--- config.mk ---
export PLATFORM = sky130hd
export DESIGN_NAME = up_cu_param
export DESIGN_NICKNAME = d
export VERILOG_FILES = /design/src/rtl/up_cu_param.sv
export SDC_FILE = /design/constraint.sdc
export NUM_CORES = 1
export LEC_CHECK = 0
export BUFFER_PORTS_ARGS = -buffer_cell sky130_fd_sc_hd__clkbuf_2
export CORE_MARGIN = 1
export CORE_UTILIZATION = 49
export CTS_CLUSTER_DIAMETER = 30
export DETAILED_ROUTE_END_ITERATION = 6
export GPL_TIMING_DRIVEN = 0
export PLACE_DENSITY = 0.87
export SLEW_MARGIN = 20
export SYNTH_ARGS = -nofsm -noshare
export SYNTH_HDL_FRONTEND = slang
export SYNTH_SLANG_ARGS = --single-unit
export TNS_END_PERCENT = 10
--- constraint.sdc ---
create_clock -name CLOCK -period 1.9 [get_ports CLOCK]
set_input_delay 0.285 -clock CLOCK [delete_from_list [all_inputs] [get_ports CLOCK]]
set_output_delay 0.285 -clock CLOCK [all_outputs]
set_load 0.005 [all_outputs]
--- src/rtl/up_cu_param.sv ---
// up_cu_param: parametrised control unit for the enhanced 8-bit processor.
// Moore control decode, except PCload in the conditional-jump states, which follows the flags.
module up_cu_param #(
    parameter int OPW         = 3,
    parameter int MEM_WAIT    = 0,
    parameter bit HALT_RESUME = 1'b0
) (
    input  logic           CLOCK,
    input  logic           RESET,
    input  logic [OPW-1:0] IR,
    input  logic           Aeq0,
    input  logic           Apos,
    input  logic           Enter,
    output logic           IRload,
    output logic           JMPmux,
    output logic           PCload,
    output logic           Meminst,
    output logic           MemWr,
    output logic           Aload,
    output logic           Sub,
    output logic           Halt,
    output logic           Outload,
    output logic [1:0]     Asel,
    output logic [4:0]     outState
);

    typedef enum logic [4:0] {
        S_START   = 5'd0,
        S_FETCH   = 5'd1,
        S_DECODE  = 5'd2,
        S_LOAD    = 5'd8,
        S_STORE   = 5'd9,
        S_ADD     = 5'd10,
        S_SUB     = 5'd11,
        S_IN_WAIT = 5'd12,
        S_JZ      = 5'd13,
        S_JPOS    = 5'd14,
        S_HALT    = 5'd15,
        S_IN_LOAD = 5'd16,
        S_OUT     = 5'd17,
        S_JMP     = 5'd18,
        S_JNZ     = 5'd19,
        S_JNEG    = 5'd20,
        S_NOP     = 5'd21
    } state_t;

    generate
        if ((OPW != 3 && OPW != 4) || MEM_WAIT < 0 || MEM_WAIT > 7) begin : g_bad_param
            $error("up_cu_param: OPW must be 3 or 4 and MEM_WAIT 0..7");
        end
    endgenerate

    localparam logic [2:0] WAIT_LAST = 3'(MEM_WAIT);

    // Opcode widened to 4 bits; with OPW=3 the upper half of the map is unreachable.
    logic [3:0] op;
    generate
        if (OPW == 4) begin : g_op4
            assign op = IR;
        end else begin : g_op3
            assign op = {1'b0, IR};
        end
    endgenerate

    state_t     state, state_nx, op_state;
    logic [2:0] wcnt;
    logic       enter_q;
    logic       rise;
    logic       last;

    assign rise     = Enter & ~enter_q;
    assign last     = (wcnt == WAIT_LAST);
    assign outState = state;

    always_ff @(posedge CLOCK) begin
        if (RESET) begin
            state   <= S_START;
            wcnt    <= '0;
            enter_q <= 1'b0;
        end else begin
            state   <= state_nx;
            enter_q <= Enter;
            // Counter restarts on every state entry; memory states leave on the last count.
            if (state_nx != state)
                wcnt <= '0;
            else if (!last)
                wcnt <= wcnt + 3'd1;
        end
    end

    always_comb begin
        op_state = S_HALT;
        case (op)
            4'd0:                op_state = S_LOAD;
            4'd1:                op_state = S_STORE;
            4'd2:                op_state = S_ADD;
            4'd3:                op_state = S_SUB;
            4'd4:                op_state = S_IN_WAIT;
            4'd5:                op_state = S_JZ;
            4'd6:                op_state = S_JPOS;
            4'd8:                op_state = S_OUT;
            4'd9:                op_state = S_JMP;
            4'd10:               op_state = S_JNZ;
            4'd11:               op_state = S_JNEG;
            4'd12, 4'd13, 4'd14: op_state = S_NOP;
            default:             op_state = S_HALT;
        endcase
    end

    always_comb begin
        state_nx = state;
        case (state)
            S_START:  state_nx = S_FETCH;
            S_FETCH:  if (last) state_nx = S_DECODE;
            S_DECODE: state_nx = op_state;
            S_LOAD, S_STORE, S_ADD, S_SUB:
                if (last) state_nx = S_FETCH;
            S_IN_WAIT: if (rise) state_nx = S_IN_LOAD;
            S_HALT:    if (HALT_RESUME && rise) state_nx = S_FETCH;
            default:   state_nx = S_FETCH;
        endcase
    end

    always_comb begin
        IRload  = 1'b0;
        JMPmux  = 1'b0;
        PCload  = 1'b0;
        Meminst = 1'b0;
        MemWr   = 1'b0;
        Aload   = 1'b0;
        Sub     = 1'b0;
        Halt    = 1'b0;
        Outload = 1'b0;
        Asel    = 2'b00;
        case (state)
            S_FETCH: begin
                IRload = last;
                PCload = last;
            end
            S_DECODE: Meminst = 1'b1;
            S_LOAD: begin
                Meminst = 1'b1;
                Asel    = 2'b10;
                Aload   = last;
            end
            S_STORE: begin
                Meminst = 1'b1;
                MemWr   = last;
            end
            S_ADD: begin
                Meminst = 1'b1;
                Aload   = last;
            end
            S_SUB: begin
                Meminst = 1'b1;
                Sub     = 1'b1;
                Aload   = last;
            end
            S_IN_WAIT: Asel = 2'b01;
            S_IN_LOAD: begin
                Asel  = 2'b01;
                Aload = 1'b1;
            end
            S_JZ: begin
                JMPmux = 1'b1;
                PCload = Aeq0;
            end
            S_JPOS: begin
                JMPmux = 1'b1;
                PCload = Apos;
            end
            S_JNZ: begin
                JMPmux = 1'b1;
                PCload = ~Aeq0;
            end
            S_JNEG: begin
                JMPmux = 1'b1;
                PCload = ~Aeq0 & ~Apos;
            end
            S_JMP: begin
                JMPmux = 1'b1;
                PCload = 1'b1;
            end
            S_OUT:  Outload = 1'b1;
            S_HALT: Halt = 1'b1;
            default: ;
        endcase
    end

endmodule
==> results of run 1 <==
[metal layers]
metal | wire length (µm) | vias up
met4 | 40 | 0
met1 | 922 | 391
met5 | 0 | -
met3 | 115 | 9
li1 | - | 415
met2 | 1067 | 42
[timing repair]
item                       4_1_cts  5_1_grt
resized for setup                9       15
setup endpoints to repair        7       11
pin swaps                        0        0
[critical path, delay by kind of cell (launching register included)]
kind	cells	cell delay (ns)
compound gates	1	0.28
buf+inv	2	0.19
simple gates	3	0.29
fa+ha+maj	1	0.21
flops	1	0.35
[final cells by class]
cell class,instances,area share [%]
multi-input combinational,78,56.62
clock buffer,3,2.338
sequential,9,19.61
clock inverter,1,0.5195
timing repair buffer,23,11.95
buffer,6,4.675
tap,15,1.948
inverter,6,2.338
[registers in the layout (all words and copies together) (netlist names)]
signal and cells:
wcnt 3, outState 5, enter_q 1
[how the worst max path moves through the flow]
stage,startpoint,to,cells after the start
3_3_place_gp,wcnt[0],PCload,8
3_5_place_dp,outState[2],wcnt[0],5
6_report,wcnt[0],PCload,7
4_1_cts,outState[1],IRload,6
5_1_grt,wcnt[0],PCload,7
2_1_floorplan,wcnt[0],PCload,7
[synth_stat cells (2+ instances only)]
| library cell | n | area [µm²] |
|---|---|---|
| nand2b_1 | 3 | 18.77 |
| o21ai_0 | 4 | 20.02 |
| and3_1 | 4 | 25.02 |
| buf_2 | 4 | 20.02 |
| o21ai_1 | 2 | 10.01 |
| inv_1 | 6 | 22.52 |
| a31oi_1 | 5 | 31.28 |
| nor3_1 | 8 | 40.04 |
| clkbuf_1 | 2 | 7.510 |
| nor2b_1 | 4 | 25.02 |
| nand2_1 | 6 | 22.52 |
| dfxtp_1 | 9 | 180.2 |
| nor4b_1 | 2 | 17.52 |
| nor2_1 | 9 | 33.78 |
| mux2i_1 | 2 | 20.02 |
| nor3b_1 | 2 | 15.01 |
| nand3_1 | 3 | 15.01 |
| ha_1 | 2 | 25.02 |
| a21oi_1 | 3 | 15.01 |
[logic make-up after synthesis]
family,after synthesis
simple gates,51
compound gates,22
buf+inv,13
flops,9
mux,2
fa+ha+maj,2
xor+xnor,1
[cells in the final DEF (no fill, tap or decap), types with 4 or more instances in the layout]
cell	instances
dfxtp_2	4
a31oi_1	5
nor2_1	7
dfxtp_1	4
inv_1	6
clkbuf_2	23
nor3_1	7
o21ai_0	4
and3_1	4
nand2_1	6
[where the power goes]
group | switching (W) | internal (W)
logic | 0.000125 | 0.0000932
registers | 0.0000116 | 0.000200
clock network | 0.0000797 | 0.0000781
[stage by stage]
step / TNS, ns / setup slack [ns] / cell area [µm²] / instances
after detailed placement: 0 / 0.06676 / 873.3 / 138
after CTS: 0 / 0.01072 / 918.4 / 141
final: 0 / 0.02347 / 963.4 / 141
after global routing: -0.07657 / -0.04073 / 963.4 / 141
after global placement: 0 / 0.1360 / 873.3 / 138
after floorplan: 0 / 0.3262 / 739.5 / 100
==> summary.txt, run 1 <==
Placed design
  • DP Wirelength: 1493 µm
  • Port Buffers: 23
  • Final GP Congestion: 0.8944

Floorplan
  • Full die area: 1668 µm²
  • I/O Pins: 24
  • Initial Utilization: 54.77%
  • # rows: 13
  • CORE AREA: 1350 µm²
  • Die Span X: 40.85 µm
  • Die Height: 40.85 µm

Synth
  • Xor/xnor share of the synthesized area: 1.184%
  • Post-synthesis compound-gate area fraction: 21.15%
  • Cells after Synth: 100
  • Seq/Total Area, Yosys: about 24%
  • Syn Nets: 110
  • YS warnings: 0
  • Syn avg cell area: about 7.4 µm²
  • Ys flop type: dfxtp_1
  • Synth Area in Simple Gates: 39.93%
  • Largest family of logic cells by synthesized area: simple AND/OR/NAND/NOR gates
  • Flops & latches, synth: 9
  • Netlist cell types: 39
  • Mapped Area: 739.5 µm²
  • Synth Area in Adders: 3.384%
  • Multiplexer share of the synthesized area: 2.707%
  • Async S/R FF share, synth: 0%
  • Number of flops mapped to enable cells by yosys: 0

Power
  • Power Dens Cells: approximately 610 nW/µm²
  • Total power: 0.0005874 W
  • LEAKAGE: ~0.46 nW
  • Worst VDD drop: 0.6218 mV

Hold path
  • Hold_sp: Enter
  • Min-Delay Endpoint: enter_q
  • Worst min-delay path category: primary input to flop
  • Worst hold path cell count: 2

Timing
  • Fin. max-slew vios: 0
  • Slew headroom: 72.81%
  • Crit path time final: 1.877 ns
  • Fmax achieved: 0.5329 GHz
  • Worst-Margin Slew: 0.4078 ns
  • Final Setup Violations: 0
  • RSZ-0062 raised after global routing: true
  • Period utilization: between 90% and 100%
  • Clock Skew: 0.004912 ns
  • Hold_ws: 0.2679 ns
  • Fin. Hold Viols: 0

Clock tree
  • Hold Buf Count CTS: 0
  • Clock Sinks: 9
  • Worst-case clock buffer depth: 2
  • Worst skew pair latency: ~0.27 ns
  • CTS tree: yes
  • Clk pin slew, worst setup/hold paths: 0.07 ns
  • H-tree depth: 1
  • Post-CTS Setup Bufs: 0
  • CTS Buf Count: 3
  • Clock root buffer: clkbuf_4

Outcome
  • Outcome: finished, final reports clean

Layout
  • Layout cell share with drive strength beyond 1: 41.27%
  • Area growth from synthesis to layout: 30.29%
  • Fin nets: 137
  • Reg area: 188.9 µm²
  • Final core utilization: 71.36%
  • ANT cells: 0
  • Area of the multi-input gates: 545.5 µm²
  • FILL cells: 102

Setup path
  • Arrival time worst endpoint: ~1.6 ns
  • Most used cell, CP: nand2_1
  • R2R Path Start: outState[1]
  • CP Launch Type: flop
  • CP Max Fanout: 8
  • RR Endpoint: wcnt[1]
  • Critical path, cell by cell: inv_1 > ha_2 > nor2b_4 > nand2_1 > nand2_1 > a221o_1 > clkbuf_2
  • CP peak stage delay: 0.35 ns
  • CP max stage cell: dfxtp_1
  • Reg2reg path depth: 6
  • Crit path kind: flop to primary output
  • CP Capture Type: primary output
  • Worst EP required: 1.62 ns
  • Reg2Reg Setup Slack: 0.24 ns

Route
  • Pre-antenna DRT Iters: 4
  • DR vias: 857
  • Violation count after the first detailed-route iteration: 23
  • Post-route ant nets: 0
  • DR vias/cell: 6.078
  • DRC Markers: 0
  • Drt total wl: about 2100 µm
  • Routed len/inst: ~15 µm

Run
  • Max_cap viols: 0

GRT
  • GRT busiest layer: met2
  • Global Route met3 Usage: ~3.3%
  • Gr usage total: approximately a quarter
  • Vias in the first global route: 690
  • Routing usage on met2: 48.83%
  • Largest net degree at the start of global routing: 11
  • Met1 Use GR: 29.22%
  • Initial antenna violation count: 0
  • First-pass GRT wire length: 2849 µm
  • GR Overflow Total: 0
Note: power is estimated with default switching activity, not from simulation.
==> run 2, diff against run 1 <==
--- a/config.mk
+++ b/config.mk
@@ -12,6 +12,7 @@
 export DETAILED_ROUTE_END_ITERATION = 6
 export GPL_TIMING_DRIVEN = 0
 export PLACE_DENSITY = 0.87
+export RECOVER_POWER = 25
 export SLEW_MARGIN = 20
 export SYNTH_ARGS = -nofsm -noshare
 export SYNTH_HDL_FRONTEND = slang
==> run 2 against run 1 <==
Sequential cell count did not move. Via count fell by 1.3%. Clock skew about the same. Largest power group unchanged. Maximum frequency increased by 0.23%. Critical path depth unchanged. Non-clock buffer count stayed put. Combinational power about the same.
==> summary.txt, run 2 (synthesis gave the netlist of run 1 again) <==
GRT
  • Largest net degree at the start of global routing: 11 (unchanged)
  • Met1 Use GR: 29.22% (unchanged)
  • Initial antenna violation count: 0 (unchanged)
  • Gr usage total: 26.46% (unchanged)
  • GRT busiest layer: met2
  • Global Route met3 Usage: 3.261% (unchanged)
  • GR Overflow Total: 0 (unchanged)
  • Vias in the first global route: 690 (unchanged)
  • First-pass GRT wire length: 2849 µm (unchanged)
  • Routing usage on met2: 48.83% (unchanged)

Setup path
  • CP max stage cell: dfxtp_1
  • Arrival time worst endpoint: 1.59 ns (about the same)
  • Critical path, cell by cell: inv_1 > ha_2 > nor2b_4 > nand2_1 > nand2_1 > a221o_1 > clkbuf_2
  • Worst EP required: 1.62 ns (about the same)
  • Crit path kind: flop to primary output
  • Most used cell, CP: nand2_1
  • Reg2Reg Setup Slack: 0.23 ns (about the same)
  • CP Launch Type: flop
  • CP peak stage delay: 0.35 ns (about the same)
  • CP Max Fanout: 8 (unchanged)
  • CP Capture Type: primary output
  • Crit path buf inv count: 2 (unchanged)
  • CP top delay family: flip-flops

Hold path
  • Worst min-delay path category: primary input to flop

Floorplan
  • Initial Utilization: 54.77% (unchanged)
  • CORE AREA: 1350 µm² (unchanged)
  • I/O Pins: 24 (unchanged)
  • Full die area: 1668 µm² (unchanged)
  • # rows: 13 (unchanged)
  • Die Span X: 40.85 µm (unchanged)
  • Die Height: 40.85 µm (unchanged)

Timing
  • Fin. max-slew vios: 0 (unchanged)
  • Worst-Margin Slew: 0.4038 ns (-0.004071 ns)
  • Period utilization: 98.54% (-0.22 points)
  • Clock Skew: 0.005019 ns (+0.0001064 ns)
  • Hold_ws: 0.2720 ns (+0.004042 ns)
  • Crit path time final: 1.872 ns (-0.004221 ns)
  • RSZ-0062 raised after global routing: true
  • Setup_tns: 0 ns (unchanged)
  • Fmax achieved: 0.5341 GHz (+0.23%)
  • Slew headroom: 73.08% (+0.27 points)
  • Fin. Hold Viols: 0 (unchanged)
  • Final Setup Violations: 0 (unchanged)

Clock tree
  • CTS tree: yes
  • H-tree depth: 1 (unchanged)
  • Worst-case clock buffer depth: 2 (unchanged)
  • Clock Sinks: 9 (unchanged)
  • Clock root buffer: clkbuf_4
  • CTS Buf Count: 3 (unchanged)
  • Clk pin slew, worst setup/hold paths: 0.07 ns (about the same)
  • Worst skew pair latency: 0.27 ns (about the same)

Layout
  • Most frequent cells in the layout: 22 x clkbuf_2, 7 x nor2_1, 7 x nor3_1
  • Max reg flops: 5 (unchanged)
  • Fin nets: 137 (unchanged)
  • Area growth from synthesis to layout: 30.12%
  • ANT cells: 0 (unchanged)
  • Finished Layout Cells: 141 (unchanged)
  • Reg area: 188.9 µm² (unchanged)
  • Design area: 962.2 µm² (-0.13%)
  • FILL cells: 103 (+0.98%)
  • Layout cell share with drive strength beyond 1: 40.48% (-0.79 points)
  • Most common cell after layout, fill and taps aside: clkbuf_2
  • Area of the multi-input gates: 545.5 µm² (unchanged)

Route
  • DR vias: 846 (-1.3%)
  • Drt total wl: 2110 µm (-1.6%)
  • DR vias/cell: 6.000 (-1.3%)
  • DRC Markers: 0 (unchanged)
  • Routed len/inst: 14.96 µm (-1.6%)
  • Pre-antenna DRT Iters: 4 (unchanged)
  • Post-route ant nets: 0 (unchanged)
  • Violation count after the first detailed-route iteration: 30 (+30%)

Outcome
  • Outcome: finished, final reports clean

Placed design
  • Final GP Congestion: 0.8944 (unchanged)
  • Port Buffers: 23 (unchanged)
  • Post-placement cell count: 138 (unchanged)
  • DP Area: 873.3 µm² (unchanged)
  • DP Wirelength: 1493 µm (unchanged)

Power
  • Worst VDD drop: 0.6183 mV (-0.55%)
  • Internal power: 0.0003705 W (-0.10%)
  • Seq pwr share: 36.2% (+0.3 points)
  • Combinational fraction of design power: 37.4% (+0.2 points)
  • Sw frac: 36.54% (-0.32 points)
  • Net Switching: 0.0002133 W (-1.5%)
  • Clk pwr share: 26.5% (-0.4 points)
  • LEAKAGE: 0.4577 nW (-0.65%)
  • Power Dens Cells: 606.8 nW/µm² (-0.48%)

Run
  • Max_cap viols: 0 (unchanged)
[run 2: worst reg2reg max path, delay by kind of cell (launching register included)]
kind	cells	cell delay [ns]
AOI/OAI and AO/OA	1	0.15
buffers and inverters	1	0.16
and+or+nand+nor	4	0.94
DFF	1	0.34
[run 2: final cells by class]
cell class / instances / share of cell area (%)
multi-input cells: 78 / 56.70
flip-flops and latches: 9 / 19.64
repair buffers: 23 / 11.83
plain buffers: 6 / 4.681
clock buffers: 3 / 2.341
inverters: 6 / 2.341
well taps: 15 / 1.951
clock inverters: 1 / 0.5202
[run 2: worst paths after layout]
| kind | startpoint | end | depth (start not counted) |
|---|---|---|---|
| worst max-delay path | wcnt[0] | PCload | 7 |
| worst min-delay path | Enter | enter_q | 2 |
| worst max register to register | outState[1] | wcnt[1] | 6 |
| worst min register to register | enter_q | outState[4] | 2 |
[run 2: routing by layer]
metal  part of all wire (%)  up-vias
met5                      0        -
met3                    6.4        2
met4                   0.66        0
li1                       -      414
met1                     42      380
met2                     51       50
[run 2: per-stage QoR]
stage	setup slack [ns]	total power, W	util, %
detailed placement	0.06676	0.0004112	64.69
finish	0.02769	0.0005838	71.27
CTS	0.01072	0.0005682	68.03
global placement	0.1360	0.0004027	64.69
global route	-0.04073	0.0006170	71.27
floorplan	0.3262	0.0003467	-
[run 2: power by group through the flow]
stage                     clock network, W  logic, W  registers [W]
after global placement                   0  0.000190       0.000213
after global routing              0.000164  0.000240       0.000213
final                             0.000154  0.000218       0.000211
after floorplan                          0  0.000134       0.000212
after CTS                         0.000157  0.000202       0.000209
after detailed placement                 0  0.000198       0.000213
[run 2: repair_timing]
item | in CTS | in global routing
pin swaps | 0 | 0
gates resized for setup | 9 | 15
hold endpoints to repair | 0 | 0
hold buffers | 0 | 0
buffers inserted | 0 | 0
gates cloned | 0 | 0
setup endpoints to repair | 7 | 11
==> run 3, diff against run 2 <==
--- a/config.mk
+++ b/config.mk
@@ -6,7 +6,7 @@
 export NUM_CORES = 1
 export LEC_CHECK = 0
 export BUFFER_PORTS_ARGS = -buffer_cell sky130_fd_sc_hd__clkbuf_2
-export CORE_MARGIN = 1
+export CORE_MARGIN = 8
 export CORE_UTILIZATION = 49
 export CTS_CLUSTER_DIAMETER = 30
 export DETAILED_ROUTE_END_ITERATION = 6
==> run 3 against run 2 <==
Global-route usage is 12 points lower. Final area is 2.6% lower. Clock skew down 0.0038 ns. Total power fell by 2.5%. Clock-buffer cell count is 1 higher. Sequential share of layout area increased by 0.26 points. Clock power is essentially flat. Sequential power about the same. Die area rose by 80%. Critical path depth unchanged. Critical endpoint unchanged. Largest power group is now sequential cells.
==> summary.txt, run 3 (synthesis gave the netlist of run 1 again) <==
Outcome
  • Outcome: finished, final reports clean

Clock tree
  • Clk pin slew, worst setup/hold paths: 0.06 ns (about the same)
  • CTS Buf Count: 3 (unchanged)
  • Post_cts resized: 10 (+1)
  • Clock root buffer: clkbuf_4
  • Clock Sinks: 9 (unchanged)
  • Worst skew pair latency: 0.27 ns (about the same)
  • Worst-case clock buffer depth: 2 (unchanged)
  • H-tree depth: 1 (unchanged)
  • Post-CTS Setup Bufs: 0 (unchanged)
  • Hold Buf Count CTS: 0 (unchanged)
  • CTS tree: yes

GRT
  • Initial antenna violation count: 0 (unchanged)
  • Largest net degree at the start of global routing: 11 (unchanged)
  • Gr usage total: 13.98% (-12 points)
  • GR Overflow Total: 0 (unchanged)
  • First-pass GRT wire length: 3077 µm (+8.0%)
  • Vias in the first global route: 773 (+12%)

Timing
  • Worst-Margin Slew: 0.3710 ns (-0.03276 ns)
  • Setup_tns: 0 ns (unchanged)
  • Crit path time final: 1.879 ns (+0.006958 ns)
  • Period utilization: 98.91% (+0.37 points)
  • Slew headroom: 75.27% (+2.2 points)
  • Final Setup Violations: 0 (unchanged)
  • RSZ-0062 raised after global routing: true
  • Fmax achieved: 0.5321 GHz (-0.37%)
  • Fin. max-slew vios: 0 (unchanged)
  • Hold_ws: 0.2752 ns (+0.003204 ns)
  • Clock Skew: 0.001226 ns (-0.003792 ns)
  • Fin. Hold Viols: 0 (unchanged)

Setup path
  • Arrival time worst endpoint: 1.59 ns (about the same)
  • Crit path kind: flop to primary output
  • CP Launch Type: flop
  • Worst EP required: 1.62 ns (about the same)
  • CP Max Fanout: 8 (unchanged)
  • CP Capture Type: primary output
  • Reg2Reg Setup Slack: 0.23 ns (about the same)

Route
  • Routed len/inst: 14.60 µm (-2.4%)
  • DRC Markers: 0 (unchanged)
  • Pre-antenna DRT Iters: 4 (unchanged)
  • Violation count after the first detailed-route iteration: 37 (+23%)
  • Drt total wl: 2073 µm (-1.8%)
  • DR vias: 852 (+0.71%)
  • DR vias/cell: 6.000 (unchanged)
  • Post-route ant nets: 0 (unchanged)

Floorplan
  • Initial Utilization: 50.86% (-3.9 points)
  • I/O Pins: 24 (unchanged)
  • CORE AREA: 1454 µm² (+7.7%)
  • Die Span X: 54.85 µm (+34%)
  • Die Height: 54.85 µm (+34%)
  • # rows: 14 (+1)
  • Full die area: 3008 µm² (+80%)

Layout
  • Finished Layout Cells: 142 (+0.71%)
  • Most frequent cells in the layout: 22 x clkbuf_2, 8 x nor3_1, 7 x nor2_1
  • Most common cell after layout, fill and taps aside: clkbuf_2
  • Layout cell share with drive strength beyond 1: 36.51% (-4.0 points)
  • Area growth from synthesis to layout: 26.73%
  • ANT cells: 0 (unchanged)
  • Fin nets: 137 (unchanged)
  • Design area: 937.1 µm² (-2.6%)
  • Max reg flops: 5 (unchanged)

Run
  • Max_cap viols: 0 (unchanged)

Placed design
  • DP Area: 874.6 µm² (+0.14%)
  • Final GP Congestion: 0.9366 (+4.7%)
  • DP Wirelength: 1600 µm (+7.2%)
  • Post-placement cell count: 139 (+0.72%)
  • Port Buffers: 23 (unchanged)

Power
  • Power Dens Cells: 607.5 nW/µm² (+0.12%)
  • Worst VDD drop: 0.4860 mV (-21%)
  • LEAKAGE: 0.4494 nW (-1.8%)

Hold path
  • Worst min-delay path category: primary input to flop
## run 3: changes by cell type in the layout (fill, tap and decap cells not counted), moves of 2 or more
cell / delta
dfxtp_1: +2
dfxtp_2: -2
nor2_2: +2
nor2_4: -2
## run 3: power breakdown
part	switching, W	internal [W]
sequential	0.0000110	0.000199
combinational	0.000116	0.0000878
clock	0.0000743	0.0000814
## run 3: per-stage QoR
| stage | util (%) | total power, W | setup WS [ns] |
|---|---|---|---|
| finish | 64.46 | 0.0005693 | 0.02074 |
| global route | 64.46 | 0.0005973 | -0.05875 |
| CTS | 63.43 | 0.0005694 | 0.01742 |
| detailed placement | 60.15 | 0.0004082 | 0.09382 |
| global placement | 60.15 | 0.0004044 | 0.1439 |
| floorplan | - | 0.0003467 | 0.3262 |
## run 3: layout make-up
cell class                 count  area [µm²]
inverter                       6       22.52
fill                         134       516.7
buffer                         6       42.54
timing repair buffer          23       113.9
multi-input combinational     78       525.5
clock buffer                   4       26.28
tap                           16       20.02
sequential                     9       186.4
## run 3: worst max-delay path, stage by stage, from the launching register on
cell and delay [ns]:
dfxtp_1 0.33, inv_1 0.07, ha_1 0.23, nor2b_4 0.18, nand2_1 0.07, nand2_1 0.05
a221o_1 0.28, clkbuf_2 0.11
## run 3: metal layers
metal | GRT usage (%) | part of all wire, % | wire length [µm]
met3 | 4.076 | 9.8 | 203
met1 | 13.85 | 37 | 762
met5 | 0 | 0 | 0
met2 | 24.53 | 50 | 1045
met4 | 9.426 | 2.9 | 61
## run 3: worst paths after layout
| kind | from | to | depth (start not counted) |
|---|---|---|---|
| worst max register to register | outState[1] | wcnt[1] | 6 |
| worst max-delay path | wcnt[0] | PCload | 7 |
| worst min-delay path | Enter | enter_q | 2 |
| worst min register to register | enter_q | outState[4] | 2 |
